===== src/rtl/gf180mcu_clk_en_sequencer_if.sv =====
// Request/enable bundle for the staggered clock-enable sequencer.
// The master drives REQ/GAP; the slave (the sequencer) returns EN/ACK/BUSY.
interface gf180mcu_clk_en_sequencer_if #(
  parameter int N_DOM = 4,
  parameter int GAP_W = 4
);
  logic [N_DOM-1:0] req;
  logic [GAP_W-1:0] gap;
  logic [N_DOM-1:0] en;
  logic [N_DOM-1:0] ack;
  logic             busy;

  modport master (output req, gap, input en, ack, busy);
  modport slave  (input req, gap, output en, ack, busy);
endinterface


===== src/rtl/gf180mcu_clk_en_sequencer.sv =====
// Round-robin clock-enable sequencer: toggles one domain enable at a time and
// waits a programmable settle gap. Define CLKSEQ_FAST_OFF_EN to skip the gap on turn-off.
module gf180mcu_clk_en_sequencer #(
  parameter int N_DOM = 4,
  parameter int GAP_W = 4
) (
  input logic                       clk_i,
  input logic                       rn_i,
  gf180mcu_clk_en_sequencer_if.slave bus
);

  localparam int PTR_W = (N_DOM > 1) ? $clog2(N_DOM) : 1;
  localparam logic [PTR_W:0]   N_DOM_L  = (PTR_W+1)'(N_DOM);
  localparam logic [PTR_W-1:0] LAST_IDX = PTR_W'(N_DOM - 1);

  typedef enum logic {S_IDLE, S_WAIT} state_t;

  state_t             state_q, state_d;
  logic [GAP_W-1:0]   cnt_q, cnt_d;
  logic [PTR_W-1:0]   ptr_q, ptr_d;
  logic [PTR_W-1:0]   sel_q, sel_d;
  logic [N_DOM-1:0]   en_q, en_d;
  logic [N_DOM-1:0]   ack_q, ack_d;

  logic [N_DOM-1:0]   pend;
  logic [PTR_W:0]     cand;
  logic [PTR_W-1:0]   pick;
  logic               found;

  // Round-robin search: walking downward means the lowest offset from ptr wins.
  always_comb begin
    // NOTE: every always_comb output gets a default first so no latch is inferred.
    pend  = bus.req ^ en_q;
    cand  = '0;
    pick  = '0;
    found = 1'b0;
    for (int j = N_DOM - 1; j >= 0; j--) begin
      cand = {1'b0, ptr_q} + (PTR_W+1)'(j);
      if (cand >= N_DOM_L) cand = cand - N_DOM_L;
      if (pend[cand[PTR_W-1:0]]) begin
        pick  = cand[PTR_W-1:0];
        found = 1'b1;
      end
    end
  end

  always_comb begin
    state_d = state_q;
    cnt_d   = cnt_q;
    ptr_d   = ptr_q;
    sel_d   = sel_q;
    en_d    = en_q;
    ack_d   = '0;
    unique case (state_q)
      S_IDLE: begin
        if (found) begin
          en_d[pick] = ~en_q[pick];
`ifdef CLKSEQ_FAST_OFF_EN
          cnt_d      = en_q[pick] ? '0 : bus.gap;
`else
          cnt_d      = bus.gap;
`endif
          sel_d      = pick;
          ptr_d      = (pick == LAST_IDX) ? '0 : pick + PTR_W'(1);
          state_d    = S_WAIT;
        end
      end
      S_WAIT: begin
        if (cnt_q != '0) begin
          cnt_d = cnt_q - GAP_W'(1);
        end else begin
          ack_d[sel_q] = 1'b1;
          state_d      = S_IDLE;
        end
      end
      default: state_d = S_IDLE;
    endcase
  end

  // Reset mid-window drops every enable on the same edge and forgets the window.
  always_ff @(posedge clk_i) begin
    // NOTE: sequential state uses non-blocking assignments only.
    if (!rn_i) begin
      state_q <= S_IDLE;
      cnt_q   <= '0;
      ptr_q   <= '0;
      sel_q   <= '0;
      en_q    <= '0;
      ack_q   <= '0;
    end else begin
      state_q <= state_d;
      cnt_q   <= cnt_d;
      ptr_q   <= ptr_d;
      sel_q   <= sel_d;
      en_q    <= en_d;
      ack_q   <= ack_d;
    end
  end

  assign bus.en   = en_q;
  assign bus.ack  = ack_q;
  assign bus.busy = (state_q == S_WAIT);

endmodule


===== src/flat_wrapper.sv =====
// flat-port wrapper written by rule: the top's interface ports become plain ports
module gf180mcu_clk_en_sequencer_flat 
#(
  parameter int N_DOM = 4,
  parameter int GAP_W = 4
)
  (clk_i, rn_i, bus_req, bus_gap, bus_en, bus_ack, bus_busy);
  gf180mcu_clk_en_sequencer_if #(.N_DOM(N_DOM), .GAP_W(GAP_W)) bus_i ();
  input logic clk_i;
  input logic rn_i;
  input wire logic [$bits(bus_i.req)-1:0] bus_req;
  input wire logic [$bits(bus_i.gap)-1:0] bus_gap;
  output wire logic [$bits(bus_i.en)-1:0] bus_en;
  output wire logic [$bits(bus_i.ack)-1:0] bus_ack;
  output wire logic [$bits(bus_i.busy)-1:0] bus_busy;
  assign bus_i.req = bus_req;
  assign bus_i.gap = bus_gap;
  assign bus_en = bus_i.en;
  assign bus_ack = bus_i.ack;
  assign bus_busy = bus_i.busy;
  gf180mcu_clk_en_sequencer #(.N_DOM(N_DOM), .GAP_W(GAP_W)) u_core (.clk_i(clk_i), .rn_i(rn_i), .bus(bus_i));
endmodule

===== config.mk =====
export PLATFORM = sky130hd
export DESIGN_NAME = gf180mcu_clk_en_sequencer_flat
export DESIGN_NICKNAME = d
export VERILOG_FILES = /design/src/rtl/gf180mcu_clk_en_sequencer_if.sv /design/src/rtl/gf180mcu_clk_en_sequencer.sv /design/src/flat_wrapper.sv
export SDC_FILE = /design/constraint.sdc
export NUM_CORES = 1
export LEC_CHECK = 0
export BUFFER_PORTS_ARGS = -buffer_cell sky130_fd_sc_hd__buf_2
export CORE_MARGIN = 1
export CORE_UTILIZATION = 45
export DETAILED_ROUTE_END_ITERATION = 7
export PLACE_DENSITY = 0.67
export SETUP_SLACK_MARGIN = 0.15
export SLEW_MARGIN = 20
export SYNTH_ARGS = -nofsm -noshare
export SYNTH_HDL_FRONTEND = slang
export SYNTH_SLANG_ARGS = --single-unit

===== constraint.sdc =====
create_clock -name clk_i -period 2.85 [get_ports clk_i]
set_input_delay 0.285 -clock clk_i [delete_from_list [all_inputs] [get_ports clk_i]]
set_output_delay 0.285 -clock clk_i [all_outputs]
set_load 0.1 [all_outputs]

==> summary.md <==
| Metric | Value |
|---|---|
| Critical path arrival | around 2200 ps |
| Row cnt | 16 |
| Post-synth EDFFs | 0 |
| Distinct cells, synth | 34 |
| Sw Share | 0.538 |
| Max_slew headroom | 0.599 |
| Vias in the first global route | between 600 and 700 |
| Hold path endpoint | u_core.cnt_q[0] |
| Seq pwr share | 0.291 |
| Root Driver | clkbuf_4 |
| Crit share post-route | 0.695 |
| Minimum clock period | 1980 ps |
| Cell Chain, Critical Path | xor2_2 > nand3_1 > a32o_1 > a211o_1 > mux2i_2 > o31ai_1 |
| Final net count | between 100 and 150 |
| CTS Buf Count | 3 |
| M2 GR Usage | 0.268 |
| Top_reg_cell synth | dfxtp_1 |
| Setup Slack @ Placement | just under 900 ps |
| HP Class | input pin to flip-flop |
| DIE AREA | roughly 2300 sq um |
| Placed insts | between 150 and 200 |
| Final hold vios | 0 |
| Largest net degree at the start of global routing | 11 |
| Setup_tns | 0 ps |
| Drt pass-1 iters | 5 |
| Power Density | between 1000 and 1500 nW/um^2 |
| Slew Limit Fails | 0 |
| Critical path capture point type | flip-flop |
| Initial core utilization | 0.483 |
| P_sw | 745 uW |
| Clock Power Share | 0.093 |
| Maxcap violations | 0 |
| Final Setup Violations | 0 |
| Synth area leaders | dfxtp_1 (36%), ha_1 (6.5%), nor2_1 (4.7%) |
| Dpl hpwl | ~1400 um |
| Area growth, synth to finish | 14.9% |
| Status | finished, final reports clean |
| Critical path's slowest cell | dfxtp_1 |
| Fmax | 505 MHz |
| Startpoint Class | flip-flop |
| Worst Setup SP | u_core.bus.en[0] |
| Die Wd | between 40 and 50 um |
| Area share of the largest cell type after synthesis | 0.356 |
| Syn avg cell area | 8.47 sq um |
| Internal Pwr Total | between 600 and 700 uW |
| VDD IR-drop max | roughly 0.00065 V |
| Depth of the worst register-to-register path | 6 |
| Worst-Margin Slew | between 500 and 600 ps |
| Gate power share | 0.616 |
| Leak pwr | 0.000501 uW |
| Diode count | 0 |
| WL final | roughly 1900 um |
| Core area | 1980 sq um |
| GRT overflow | 0 |
| Final Non-Filler Cells | 160 |
| Slowest stage delay, CP | around 460 ps |
| ANT nets after route | 0 |
| Initial antenna violation count | 0 |
| Synth Instances | about 110 |
| Yosys warns | 0 |
| Worst Slack Setup Final | slightly below 900 ps |
| Yosys top cell by area | dfxtp_1 |
| Synth Register Bits | 17 |
| DRT iter0 DRCs | 26 |
| H-Tree Depth | 1 |
| Min-Delay Path Depth | 2 |
| Filler instances | approximately 180 |
| I/O pin cnt | 19 |
| Crit path required time | roughly 3000 ps |
| Number of remaining DRC errors | 0 |
| Cell Area, Synth | between 900 and 1000 sq um |
| CP Class | flip-flop to flip-flop |
| RSZ-0062 raised after global routing | false |
| Clk Latency, worst-skew pair | a little under 300 ps |
| Worst Min Path Start | rn_i |
| Clk_skew | ~7.5 ps |
| Max Buffers Root-to-Sink | 2 |
| CTS-repair resized insts | 0 |
| GR peak layer | met2 |
| Maximum fanout along the worst path | 6 |
| FF-to-FF Start | u_core.bus.en[0] |
| Reg-to-reg endpoint | u_core.bus.en[3] |
| Wire per inst | ~12 um |
| DR vias | about 870 |
| Post-cts hold buffer count | 0 |
| Ys async rst share | 0 |
| Vias per cell | 5.42 |
| Met3 Use GR | 0.0370 |
| First-pass GRT wire length | 2860 um |
| Routability cong. | between 0.9 and 1 |
| Clock sink count | 17 |
| Share of cells above drive strength 1 | 0.211 |
| Grt met1 use | 0.244 |
| R2R Setup Slk | 870 ps |
| Post-CTS Setup Bufs | 0 |
| Net Count, Synth | 128 |
| CTS clk-pin slew, worst paths | approximately 100 ps |
| Chip Height | ~48 um |
| GRT Util Overall | 0.174 |
| I/O Buffers | 18 |
| Seq/Total Area, Yosys | 0.356 |
| Synth top cells by count | dfxtp_1 (17), nor2_1 (12), inv_1 (9) |
| CTS tree | built |
| Count leader, synth | dfxtp_1 |
## worst max-delay path, delay by kind of cell (launching register included)
family                    cells  cell delay [ps]
xor gates and xnor gates      1              300
AOI/OAI and AO/OA             3              700
and+or+nand+nor               1              150
DFF                           1              460
muxes                         1              260
## through the flow
stage	hold slack [ps]	util	instance area, sq um	total power (uW)
3_3_place_gp	446	0.541	1070	1230
6_report	316	0.555	1100	1380
4_1_cts	309	0.555	1100	1380
5_1_grt	321	0.555	1100	1490
3_5_place_dp	449	0.541	1070	1250
2_1_floorplan	422	-	957	1110
## placed cells by master (no fill, tap or decap)
| master | instances |
|---|---|
| nand2_1 | 8 |
| and3b_1 | 1 |
| a22oi_1 | 1 |
| nor3b_1 | 1 |
| a211o_1 | 1 |
| nor3_1 | 3 |
| o21a_1 | 1 |
| ha_1 | 5 |
| or2_2 | 1 |
| nor4_1 | 1 |
| a22oi_2 | 1 |
| o211a_1 | 1 |
| dfxtp_1 | 17 |
| o221a_2 | 1 |
| nor2b_1 | 4 |
| a21oi_1 | 8 |
| a21o_1 | 1 |
| o311a_1 | 2 |
| clkinv_2 | 1 |
| o31ai_1 | 4 |
| xor2_2 | 1 |
| o21ai_0 | 7 |
| a22o_1 | 1 |
| clkinv_1 | 1 |
| o22ai_2 | 1 |
| buf_2 | 18 |
| nand3_1 | 6 |
| nor2_1 | 12 |
| xor2_1 | 3 |
| mux2i_2 | 1 |
| mux2i_1 | 3 |
| xnor2_1 | 3 |
| a32o_1 | 1 |
| clkbuf_4 | 3 |
| inv_1 | 9 |
## worst max path at each step
stage	end	slack, ps	cells after the start
floorplan	u_core.bus.en[0]	420	6
global placement	u_core.bus.en[0]	1000	6
detailed placement	u_core.bus.en[3]	890	6
CTS	u_core.bus.en[3]	890	6
global route	u_core.bus.en[0]	760	6
finish	u_core.bus.en[3]	870	6
## cells by family after synthesis
logic type	Yosys count	share of synthesized area
xor+xnor	7	0.0719
flops	17	0.356
simple gates	37	0.182
buf+inv	12	0.0484
compound gates	31	0.231
fa+ha+maj	5	0.0654
mux	4	0.0457
## sequential cells by signal, summed over array words and instances (netlist names)
signal,count
u_core.sel_q,2
u_core.bus.ack,4
u_core.ptr_q,2
u_core.bus.en,4
u_core.cnt_q,4
u_core.bus.busy,1
## power by group through the flow
stage	combinational [uW]	clock (uW)	sequential [uW]
floorplan	491	0	616
global placement	828	0	403
detailed placement	846	0	408
CTS	848	130	402
global route	929	141	416
finish	852	129	403
## metal layers
| metal | part of all wire | up-vias |
|---|---|---|
| li1 | - | 438 |
| met1 | 0.49 | 389 |
| met2 | 0.44 | 38 |
| met3 | 0.068 | 2 |
| met4 | 0.0032 | 0 |
| met5 | 0 | - |
## final cells by class
class | instances | area (sq um) | share of cell area
clock buffers | 3 | 22.5 | 0.0205
clock inverters | 1 | 5.00 | 0.00455
inverters | 10 | 37.5 | 0.0341
multi-input cells | 84 | 571 | 0.519
flip-flops and latches | 17 | 340 | 0.309
well taps | 27 | 33.8 | 0.0307
repair buffers | 18 | 90.1 | 0.0819
(Power assumes the default switching activity.)
